File: config.mk
export PLATFORM = sky130hd
export DESIGN_NAME = alu_issue_ctrl
export DESIGN_NICKNAME = d
export VERILOG_FILES = /design/src/rtl/alu_issue_ctrl.sv
export SDC_FILE = /design/constraint.sdc
export NUM_CORES = 1
export LEC_CHECK = 0
export BUFFER_PORTS_ARGS = -buffer_cell sky130_fd_sc_hd__buf_4
export CAP_MARGIN = 5
export CORE_MARGIN = 2
export CORE_UTILIZATION = 48
export CTS_CLUSTER_SIZE = 25
export DETAILED_ROUTE_END_ITERATION = 8
export PLACE_DENSITY = 0.9
export SKIP_LAST_GASP = 1
export SYNTH_ARGS = -nofsm -noshare
export SYNTH_HDL_FRONTEND = slang
export SYNTH_SLANG_ARGS = --single-unit
File: constraint.sdc
create_clock -name clock -period 1.76 [get_ports clock]
set_input_delay 0.176 -clock clock [delete_from_list [all_inputs] [get_ports clock]]
set_output_delay 0.176 -clock clock [all_outputs]
set_load 0.02 [all_outputs]
File: src/rtl/alu_issue_ctrl.sv
// alu_issue_ctrl
// This is the command front-end for the combinational 8-bit ALU.
// It takes one operation per valid/ready handshake and drives the ALU inputs from registers.
// After SETTLE_CYCLES it captures alu_result and holds it on a valid/ready response port.
//
// Ports:
//   clock, clear_n               system clock; asynchronous active-low reset
//   cmd_valid/cmd_ready          command handshake
//   cmd_a, cmd_b, cmd_opcode     command payload
//   alu_a, alu_b, alu_opcode     registered drive to the ALU
//   alu_result                   combinational ALU output
//   rsp_valid/rsp_ready          response handshake
//   rsp_result, rsp_error        captured result; rsp_error marks an illegal opcode
//   op_count                     count of completed responses, modulo 256
//   rsp_zero                     present only with ALU_ISSUE_ZERO_FLAG_EN; high when the
//                                captured result is zero on a non-error response
//
// Optional feature macro: ALU_ISSUE_ZERO_FLAG_EN
//
// state | meaning
// IDLE  | ready for a command
// DRIVE | ALU inputs held while the result settles
// HOLD  | response presented, waiting for rsp_ready
module alu_issue_ctrl #(
  parameter int unsigned SETTLE_CYCLES = 2,
  parameter logic [3:0]  MAX_OPCODE    = 4'b0010
) (
  input  logic       clock,
  input  logic       clear_n,
  input  logic       cmd_valid,
  output logic       cmd_ready,
  input  logic [7:0] cmd_a,
  input  logic [7:0] cmd_b,
  input  logic [3:0] cmd_opcode,
  output logic [7:0] alu_a,
  output logic [7:0] alu_b,
  output logic [3:0] alu_opcode,
  input  logic [7:0] alu_result,
  output logic       rsp_valid,
  input  logic       rsp_ready,
  output logic [7:0] rsp_result,
  output logic       rsp_error,
`ifdef ALU_ISSUE_ZERO_FLAG_EN
  output logic       rsp_zero,
`endif
  output logic [7:0] op_count
);

  localparam logic [3:0] LP_CNT_LAST = 4'(SETTLE_CYCLES - 1);

  typedef enum logic [1:0] {
    IDLE  = 2'd0,
    DRIVE = 2'd1,
    HOLD  = 2'd2
  } state_t;

  state_t     r_state;
  state_t     w_state_nxt;

  logic [3:0] r_cnt;
  logic [7:0] r_alu_a;
  logic [7:0] r_alu_b;
  logic [3:0] r_alu_opcode;
  logic [7:0] r_rsp_result;
  logic       r_rsp_error;
  logic [7:0] r_op_count;

  logic       w_load;
  logic       w_reject;
  logic       w_capture;
  logic       w_done;

  always_ff @(posedge clock or negedge clear_n) begin
    if (!clear_n) begin
      r_state <= IDLE;
    end else begin
      r_state <= w_state_nxt;
    end
  end

  always_comb begin
    w_state_nxt = r_state;
    w_load      = 1'b0;
    w_reject    = 1'b0;
    w_capture   = 1'b0;
    w_done      = 1'b0;
    cmd_ready   = 1'b0;
    rsp_valid   = 1'b0;
    case (r_state)
      IDLE: begin
        cmd_ready = 1'b1;
        if (cmd_valid) begin
          if (cmd_opcode > MAX_OPCODE) begin
            w_reject    = 1'b1;
            w_state_nxt = HOLD;
          end else begin
            w_load      = 1'b1;
            w_state_nxt = DRIVE;
          end
        end
      end
      DRIVE: begin
        if (r_cnt == LP_CNT_LAST) begin
          w_capture   = 1'b1;
          w_state_nxt = HOLD;
        end
      end
      HOLD: begin
        rsp_valid = 1'b1;
        if (rsp_ready) begin
          w_done      = 1'b1;
          w_state_nxt = IDLE;
        end
      end
      default: begin
        w_state_nxt = IDLE;
      end
    endcase
  end

  always_ff @(posedge clock or negedge clear_n) begin
    if (!clear_n) begin
      r_cnt        <= '0;
      r_alu_a      <= '0;
      r_alu_b      <= '0;
      r_alu_opcode <= '0;
      r_rsp_result <= '0;
      r_rsp_error  <= 1'b0;
      r_op_count   <= '0;
    end else begin
      if (w_load) begin
        r_alu_a      <= cmd_a;
        r_alu_b      <= cmd_b;
        r_alu_opcode <= cmd_opcode;
        r_cnt        <= '0;
      end else if (r_state == DRIVE) begin
        r_cnt <= r_cnt + 4'd1;
      end
      // An illegal opcode leaves the ALU drive untouched and answers with a zero error result.
      if (w_reject) begin
        r_rsp_result <= '0;
        r_rsp_error  <= 1'b1;
      end else if (w_capture) begin
        r_rsp_result <= alu_result;
        r_rsp_error  <= 1'b0;
      end
      if (w_done) begin
        r_op_count <= r_op_count + 8'd1;
      end
    end
  end

`ifdef ALU_ISSUE_ZERO_FLAG_EN
  logic r_rsp_zero;

  always_ff @(posedge clock or negedge clear_n) begin
    if (!clear_n) begin
      r_rsp_zero <= 1'b0;
    end else if (w_reject) begin
      r_rsp_zero <= 1'b0;
    end else if (w_capture) begin
      r_rsp_zero <= (alu_result == 8'h00);
    end
  end

  assign rsp_zero = r_rsp_zero;
`endif

  assign alu_a      = r_alu_a;
  assign alu_b      = r_alu_b;
  assign alu_opcode = r_alu_opcode;
  assign rsp_result = r_rsp_result;
  assign rsp_error  = r_rsp_error;
  assign op_count   = r_op_count;

endmodule

---- Word level (Yosys, flattened, before mapping) ----
Index checks and enable logic that the tools add are counted.
operators by class
  shift operators ......................... 0
  equal/unequal tests ..................... 6
  reduce and logical (&&, ||, !) cells .... 4
  magnitude comparators ................... 1
  add/subtract/negate cells ............... 2
  bitwise gates (word level) .............. 0
  div/mod/pow operators ................... 0
  multiply operators ...................... 0
  muxes and demuxes ....................... 23
operators with widths
  kind                                                                              number
  8-bit 2-to-1 mux                                                                  2
  1-bit 2-to-1 mux                                                                  14
  8-bit by 1-bit adder with 8-bit output (second input constant)                    1
  2-bit 2-to-1 mux                                                                  4
  4-bit 2-to-1 mux                                                                  2
  2-bit inequality test (second input constant)                                     3
  2-bit case mux with 3 select lines                                                1
  4-bit by 1-bit adder with 4-bit output (second input constant)                    1
  4-bit by 1-bit == test with 1-bit output (second input constant)                  1
  4-bit by 2-bit greater-than comparator with 1-bit output (second input constant)  1
  2-bit nonzero test                                                                2
  3-bit AND reduction                                                               1
  2-bit by 1-bit == test with 1-bit output (second input constant)                  1
  2-bit == test (second input constant)                                             1
  2-bit zero test                                                                   1
storage, ports and cells
  bits in read-only memories .............. 0
  latch bits .............................. 0
  output and inout bits ................... 39
  flip-flop bits (word level) ............. 43
  memories kept ........................... 0
  memory bits (writable) .................. 0
  logic and storage cells ................. 44
  bits of input ports ..................... 32

---- Logic depth before layout (Yosys ltp) ----
Gate-level depths: netlist (run 1).
  word-level depth ........................ 5
  depth in mapped cells ................... 6
  depth with buffers taken out ............ 5

---- Worst setup path after synthesis (run 1) ----
No wires, ideal clock.
  kind .................................... register to register
  start ................................... reg r_state[0]
  end ..................................... reg r_alu_a[5] (netlist: alu_a[5])
  buffers on the path ..................... 2
  clock period less this slack ............ 1,664 ps
  setup slack ............................. 96 ps
  cell stages (with the launch flop) ...... 6
  arrival ................................. 1,539 ps
  library setup time ...................... 125 ps
  data required time ...................... 1,635 ps
  cell sequence ........................... dfrtp_1 -> nor2_1 -> and3_1 -> buf_6 -> buf_12 -> mux2_4
between the ends
  longest elaborated chain between the ends .. 2
ends and longest elaborated chain
  item                    line  text
  start, declared         57    state_t r_state;
  start signal, assigned  77    r_state <= w_state_nxt;
  2-bit zero test         89    case (r_state)
  1-bit 2-to-1 mux        89
  end signal, assigned    132   r_alu_a <= cmd_a;
  end, declared           61    logic [7:0] r_alu_a;
No other way between the ends.
A chain may end at the register's enable or synchronous reset.

---- Final worst setup path (run 1) ----
  start ................................... reg r_cnt[1]
  end ..................................... reg r_rsp_result[5] (netlist: rsp_result[5])
between the ends
  longest elaborated chain between the ends .. 4
ends and longest elaborated chain
  item                                      line  text
  start, declared                           60    logic [3:0] r_cnt;
  start signal, assigned                    137   r_cnt <= r_cnt + 4'd1;
  4-bit by 1-bit == test with 1-bit output  103   if (r_cnt == LP_CNT_LAST) begin
  1-bit 2-to-1 mux                          103
  1-bit 2-to-1 mux                          89
  2-bit nonzero test (no line)              n/a
  end signal, assigned                      144   r_rsp_result <= alu_result;
  end, declared                             64    logic [7:0] r_rsp_result;
No other way between the ends.

==> key figures, run 1 <==
Status
  – Status: finished clean

Route
  – WL met3: 207 um
  – Highest routed layer: met4
  – Met2 routed wirelength: 1920 um
  – First-pass DRT Iterations: 4
  – Vias: 1,429
  – Post-route ant nets: 0
  – DRC Markers: 0
  – Via/cell ratio: 5.07
  – WL final: 3740 um
  – Met1 WL: 1590 um
  – Wirelength per Cell: ~13 um
  – Detailed Route Iter0 Violations: 40

STA
  – Final worst path period share: 0.918
  – Setup violators final: 0
  – RSZ-0062 raised after global routing: no
  – Final hold viol count: 0
  – Setup ws final: 0.144 ns
  – Total Neg Setup Slack: 0 ns
  – Period minus WS final: around 1.6 ns
  – Fmax: 619 MHz
  – Worst relative slew slack: 0.659
  – Clock skew: 0.00968 ns
  – Final Max Tran Viols: 0
  – Tightest Pin Transition: approximately 0.5 ns

Synthesis
  – Unique masters post-synth: 32
  – Synth top area share: 0.569
  – Commonest cells post-synth: dfrtp_1 (43), nand3_1 (13), mux2_2 (12), a21oi_1 (11), o21ai_0 (10)
  – Synth area leader: dfrtp_1
  – Number of flops mapped to enable cells by yosys: 0
  – Synth Flop Type: dfrtp_1
  – Synth Register Bits: 43
  – Ys Warns: 0
  – Ys async rst share: 1.00
  – Post-Synthesis Cells: 156
  – Most frequent cell after synthesis: dfrtp_1
  – Register area share after synthesis: 0.569
  – Mean Syn Cell Area: 12.1 um^2
  – Synthesized Nets: 191
  – Main area contributors after synthesis: dfrtp_1 (57%), mux2_2 (7.1%), mux2_4 (5.6%)
  – Mapped Area: 1890 um^2

Power
  – Final Power: 3.77 mW
  – Power Density: approximately 1500 nW/um^2
  – Peak supply drop: 760 uV
  – Leak pwr: around 1.2 nW

Worst setup path
  – CP Data Required Time: a little under 2 ns
  – Crit Path Class: flop to flop
  – RR Startpoint: r_cnt[1]
  – Reg-to-reg slack, setup: 0.14 ns
  – Setup crit end kind: flop
  – Critical path arrival: 1.79 ns
  – CP Launch Point: r_cnt[1]
  – Crit path max fanout: 11
  – Crit path launch type: flop
  – Reg2Reg Depth: 5

Final layout
  – Layout cell share with drive strength beyond 1: 0.449
  – Final cell count without fillers: between 200 and 300
  – Number of diodes: 0
  – Layout area overhead: 35.5%
  – Fin nets: 268
  – Final core utilization: 0.690

Floorplanning
  – DIE AREA: ~4500 um^2
  – Die X: ~67 um
  – Row count: 22
  – Die height: roughly 67 um
  – Placeable core region: around 3700 um^2
  – Starting Density: 0.509
  – Ports: 71

Global routing
  – All-Layer GR Usage: 0.186
  – First-pass GRT wire length: just over 6000 um
  – GR Overflow Total: 0
  – Vias in the first global route: 1,359
  – Pin count of the biggest net entering global routing: 44
  – Antenna violations before repair: 0

Hold path
  – Hold wc startpoint: cmd_a[6]
  – Worst Hold Depth: 2
  – Worst Hold Class: input port to flop

Place
  – Placed Cells incl. Taps: ~270
  – Pre-CTS setup slack: 0.132 ns
  – # port buffers: 70
  – RePlAce Congestion: 0.750
  – Post-DP HPWL: 2820 um

CTS
  – H-tree lvl count: 2
  – TritonCTS clock tree: built
  – CTS root buf: clkbuf_8
  – CTS Buf Count: 5
  – Worst-Skew Late Latency: approximately 0.28 ns
  – Clock transition at the registers of the reported paths: about 0.08 ns
  – CTS Buffer Depth: 2
  – # clock sinks: 43

Flow run
  – Max_cap viols: 0
[kinds of logic (layout without fill, tap and decap cells)]
kind of cell | Yosys count | in the layout | share of synthesized area
AND/OR/NAND/NOR | 47 | 47 | 0.134
flip-flops | 43 | 43 | 0.569
AO/OA/AOI/OAI | 24 | 24 | 0.0721
multiplexers | 19 | 19 | 0.127
buffers and inverters | 11 | 89 | 0.0364
XOR/XNOR | 9 | 9 | 0.0417
adder cells (fa/ha/maj) | 3 | 3 | 0.0198
[per-layer routing]
| metal | vias up | GRT usage |
|---|---|---|
| met2 | 42 | 0.309 |
| met5 | - | 0 |
| met3 | 2 | 0.0507 |
| met1 | 692 | 0.237 |
| met4 | 0 | 0.0536 |
| li1 | 693 | - |
[state kept, by name, indices dropped and copies added, names as in the netlist]
| register | cells |
|---|---|
| r_cnt | 4 |
| alu_a | 8 |
| op_count | 8 |
| alu_opcode | 4 |
| r_state | 2 |
| alu_b | 8 |
| rsp_error | 1 |
| rsp_result | 8 |
[path summary, 6_finish.rpt]
path	endpoint
setup / recovery	rsp_result[5]
hold / removal	alu_a[6]
setup reg to reg	rsp_result[5]
hold reg to reg	op_count[7]
max in group asynchronous	alu_a[0]
min in group asynchronous	rsp_result[7]
[power breakdown]
part | switching (mW) | internal, mW
sequential | 0.235 | 1.31
combinational | 0.827 | 0.823
clock | 0.295 | 0.278
total | 1.36 | 2.41
[worst max-delay path, cell delays in order, from the launching register on]
cell     delay, ns
dfrtp_1       0.41
inv_1         0.07
ha_1          0.14
or3b_2        0.56
o21ai_0       0.22
a21oi_1       0.09
[layout make-up]
| type | count | area (um^2) |
|---|---|---|
| fill | 308 | 1150 |
| inverter | 3 | 11.3 |
| multi-input combinational | 102 | 747 |
| sequential | 43 | 1080 |
| timing repair buffer | 78 | 588 |
| clock buffer | 7 | 76.3 |
| tap | 48 | 60.1 |
| clock inverter | 1 | 5.00 |
[per-stage QoR]
step	cell area, um^2	hold slack [ns]
after floorplan	1890	-0.120
after global placement	2470	0.189
after detailed placement	2470	0.190
after CTS	2560	0.113
after global routing	2560	0.103
final	2560	0.123
[layout by cell type, fill, tap and decap left out, types with 5 or more instances in the layout]
master,count
nand2_1,8
buf_4,77
dfrtp_1,43
a21oi_1,11
o21ai_0,8
mux2_2,12
mux2_4,7
nand3_1,13
nor2_1,6
xnor2_1,5
clkbuf_8,5
[repair_timing]
item,4_1_cts,5_1_grt
endpoints found under the setup margin,0,2
endpoints found under the hold margin,43,0
setup buffers,0,0
hold buffers,1,0
resized for setup,0,2
No activity file was read; power rests on OpenSTA's default activity.
==> run 2: changes to the inputs <==
--- a/config.mk
+++ b/config.mk
@@ -8,10 +8,10 @@
 export BUFFER_PORTS_ARGS = -buffer_cell sky130_fd_sc_hd__buf_4
 export CAP_MARGIN = 5
 export CORE_MARGIN = 2
-export CORE_UTILIZATION = 48
+export CORE_UTILIZATION = 45
 export CTS_CLUSTER_SIZE = 25
 export DETAILED_ROUTE_END_ITERATION = 8
-export PLACE_DENSITY = 0.9
+export PLACE_DENSITY = 0.86
 export SKIP_LAST_GASP = 1
 export SYNTH_ARGS = -nofsm -noshare
 export SYNTH_HDL_FRONTEND = slang
==> key figures, run 2 (synthesis gave the netlist of run 1 again) <==
Worst setup path
  – Worst setup path end: rsp_result[7]
  – CP cell instances: inv_1, ha_1, or3b_2, o21ai_0, a21oi_1
  – Critical R2R Capture: rsp_result[7]
  – Critical path arrival: 1.77 ns (-0.02 ns)
  – CP Data Required Time: 1.94 ns (about the same)
  – Reg-to-reg slack, setup: 0.16 ns (+0.02 ns)
  – Slowest stage delay, CP: 0.55 ns (about the same)
  – RR Startpoint: r_cnt[1]
  – Crit Path Class: flop to flop
  – Crit path launch type: flop
  – Reg2Reg Depth: 5 (unchanged)
  – CP Launch Point: r_cnt[1]
  – Slowest CP cell: or3b_2
  – Crit path max fanout: 11 (unchanged)
  – Setup crit end kind: flop

CTS
  – # clock sinks: 43 (unchanged)
  – H-tree lvl count: 2 (unchanged)
  – Clock transition at the registers of the reported paths: 0.08 ns (about the same)
  – TritonCTS clock tree: built
  – Setup bufs post-CTS: 0 (unchanged)
  – CTS Buffer Depth: 2 (unchanged)
  – Hold buffer count at cts: 1 (unchanged)
  – Post-CTS sizing: 0 (unchanged)
  – CTS root buf: clkbuf_8
  – CTS Buf Count: 5 (unchanged)
  – Worst-Skew Late Latency: 0.29 ns (about the same)

Final layout
  – Register area: 1080 um^2 (unchanged)
  – Layout cell share with drive strength beyond 1: 0.446 (-0.00237)
  – Filler instances: 356 (+16%)
  – Most common cell after layout, fill and taps aside: buf_4
  – Number of diodes: 0 (unchanged)
  – Fin nets: 267 (-0.37%)
  – Layout area overhead: 35.9%
  – Multi-input gate area: 747 um^2 (unchanged)
  – Commonest non-fill, non-tap cells in the layout: buf_4 (75), dfrtp_1 (43), nand3_1 (13)

STA
  – Final worst path period share: 0.907 (-0.0110)
  – Tightest Pin Transition: 0.536 ns (+0.0247 ns)
  – Final hold viol count: 0 (unchanged)
  – Worst relative slew slack: 0.643 (-0.0165)
  – Period minus WS final: 1.60 ns (-0.0194 ns)
  – Setup violators final: 0 (unchanged)
  – Setup ws final: 0.163 ns (+0.0194 ns)
  – Fmax: 626 MHz (+1.2%)
  – Total Neg Setup Slack: 0 ns (unchanged)
  – Clock skew: 0.0104 ns (+0.000759 ns)
  – RSZ-0062 raised after global routing: no
  – Final Max Tran Viols: 0 (unchanged)

Route
  – Wirelength per Cell: 13.5 um (+1.6%)
  – First-pass DRT Iterations: 4 (unchanged)
  – WL final: 3810 um (+2.0%)
  – Vias: 1,434 (+0.35%)
  – Via/cell ratio: 5.07 (about the same)
  – Detailed Route Iter0 Violations: 49 (+23%)
  – Post-route ant nets: 0 (unchanged)
  – DRC Markers: 0 (unchanged)

Status
  – Status: finished clean

Floorplanning
  – Die X: 68.8 um (+3.1%)
  – Starting Density: 0.470 (-0.0395)
  – Row count: 23 (+4.5%)
  – Placeable core region: 4030 um^2 (+8.4%)
  – Ports: 71 (unchanged)
  – DIE AREA: 4740 um^2 (+6.3%)
  – Die height: 68.8 um (+3.1%)

Place
  – RePlAce Congestion: 0.731 (-2.5%)
  – Pre-CTS setup slack: 0.178 ns (+0.0460 ns)
  – Post-DP HPWL: 2810 um (-0.12%)
  – # port buffers: 70 (unchanged)

Global routing
  – Pin count of the biggest net entering global routing: 44 (unchanged)
  – Antenna violations before repair: 0 (unchanged)
  – First-pass GRT wire length: 5950 um (-3.8%)
  – All-Layer GR Usage: 0.170 (-0.0154)
  – GR Overflow Total: 0 (unchanged)
  – Vias in the first global route: 1,368 (+0.66%)

Power
  – Peak supply drop: 1060 uV (+39%)
  – Leak pwr: 1.24 nW (-0.20%)
  – Power Density: 1470 nW/um^2 (about the same)

Flow run
  – Max_cap viols: 0 (unchanged)

Hold path
  – Worst Hold Class: input port to flop
==> run 2: worst min path at each step <==
stage | slack [ns] | cells after the start | startpoint | to
after detailed placement | 0.20 | 1 | clear_n | op_count[3]
final | 0.13 | 2 | cmd_b[1] | alu_b[1]
after floorplan | -0.12 | 0 | clear_n | alu_a[0]
after global placement | 0.19 | 1 | clear_n | op_count[5]
after global routing | 0.11 | 2 | cmd_a[0] | alu_a[0]
after CTS | 0.11 | 2 | cmd_a[4] | alu_a[4]
==> run 2: metal layers <==
layer,vias to the layer above,track usage,share of wire
li1,694,-,-
met1,689,0.202,0.40
met2,46,0.308,0.53
met3,5,0.0406,0.060
met4,0,0.0441,0.0058
met5,-,0,0
==> run 2: worst max-delay path, delay by kind of cell, from the launching register on <==
kind            cells  cell delay (ns)
flops               1             0.42
simple gates        1             0.55
buf+inv             1             0.07
fa+ha+maj           1             0.13
compound gates      2             0.31
==> run 2: per-stage QoR <==
step / util / cell area [um^2] / cells / power, mW / hold slack (ns)
finish: 0.638 / 2570 / 283 / 3.78 / 0.125
global route: 0.638 / 2570 / 283 / 4.04 / 0.109
CTS: 0.638 / 2570 / 283 / 3.84 / 0.115
detailed placement: 0.616 / 2480 / 274 / 3.24 / 0.198
global placement: 0.616 / 2480 / 274 / 3.18 / 0.193
floorplan: - / 1890 / 156 / 2.53 / -0.120
==> run 2: power by group <==
group / switching, mW / internal, mW / leakage (nW) / total, mW
clock network: 0.301 / 0.278 / 0.0422 / 0.579
logic: 0.816 / 0.824 / 0.661 / 1.64
registers: 0.251 / 1.31 / 0.538 / 1.57
==> run 2: layout make-up <==
class                           instances  share of cell area
Clock buffer                            7              0.0297
Clock inverter                          1             0.00195
Tap cell                               50              0.0243
Sequential cell                        43               0.418
Inverter                                3             0.00438
Timing Repair Buffer                   77               0.231
Multi-Input combinational cell        102               0.291
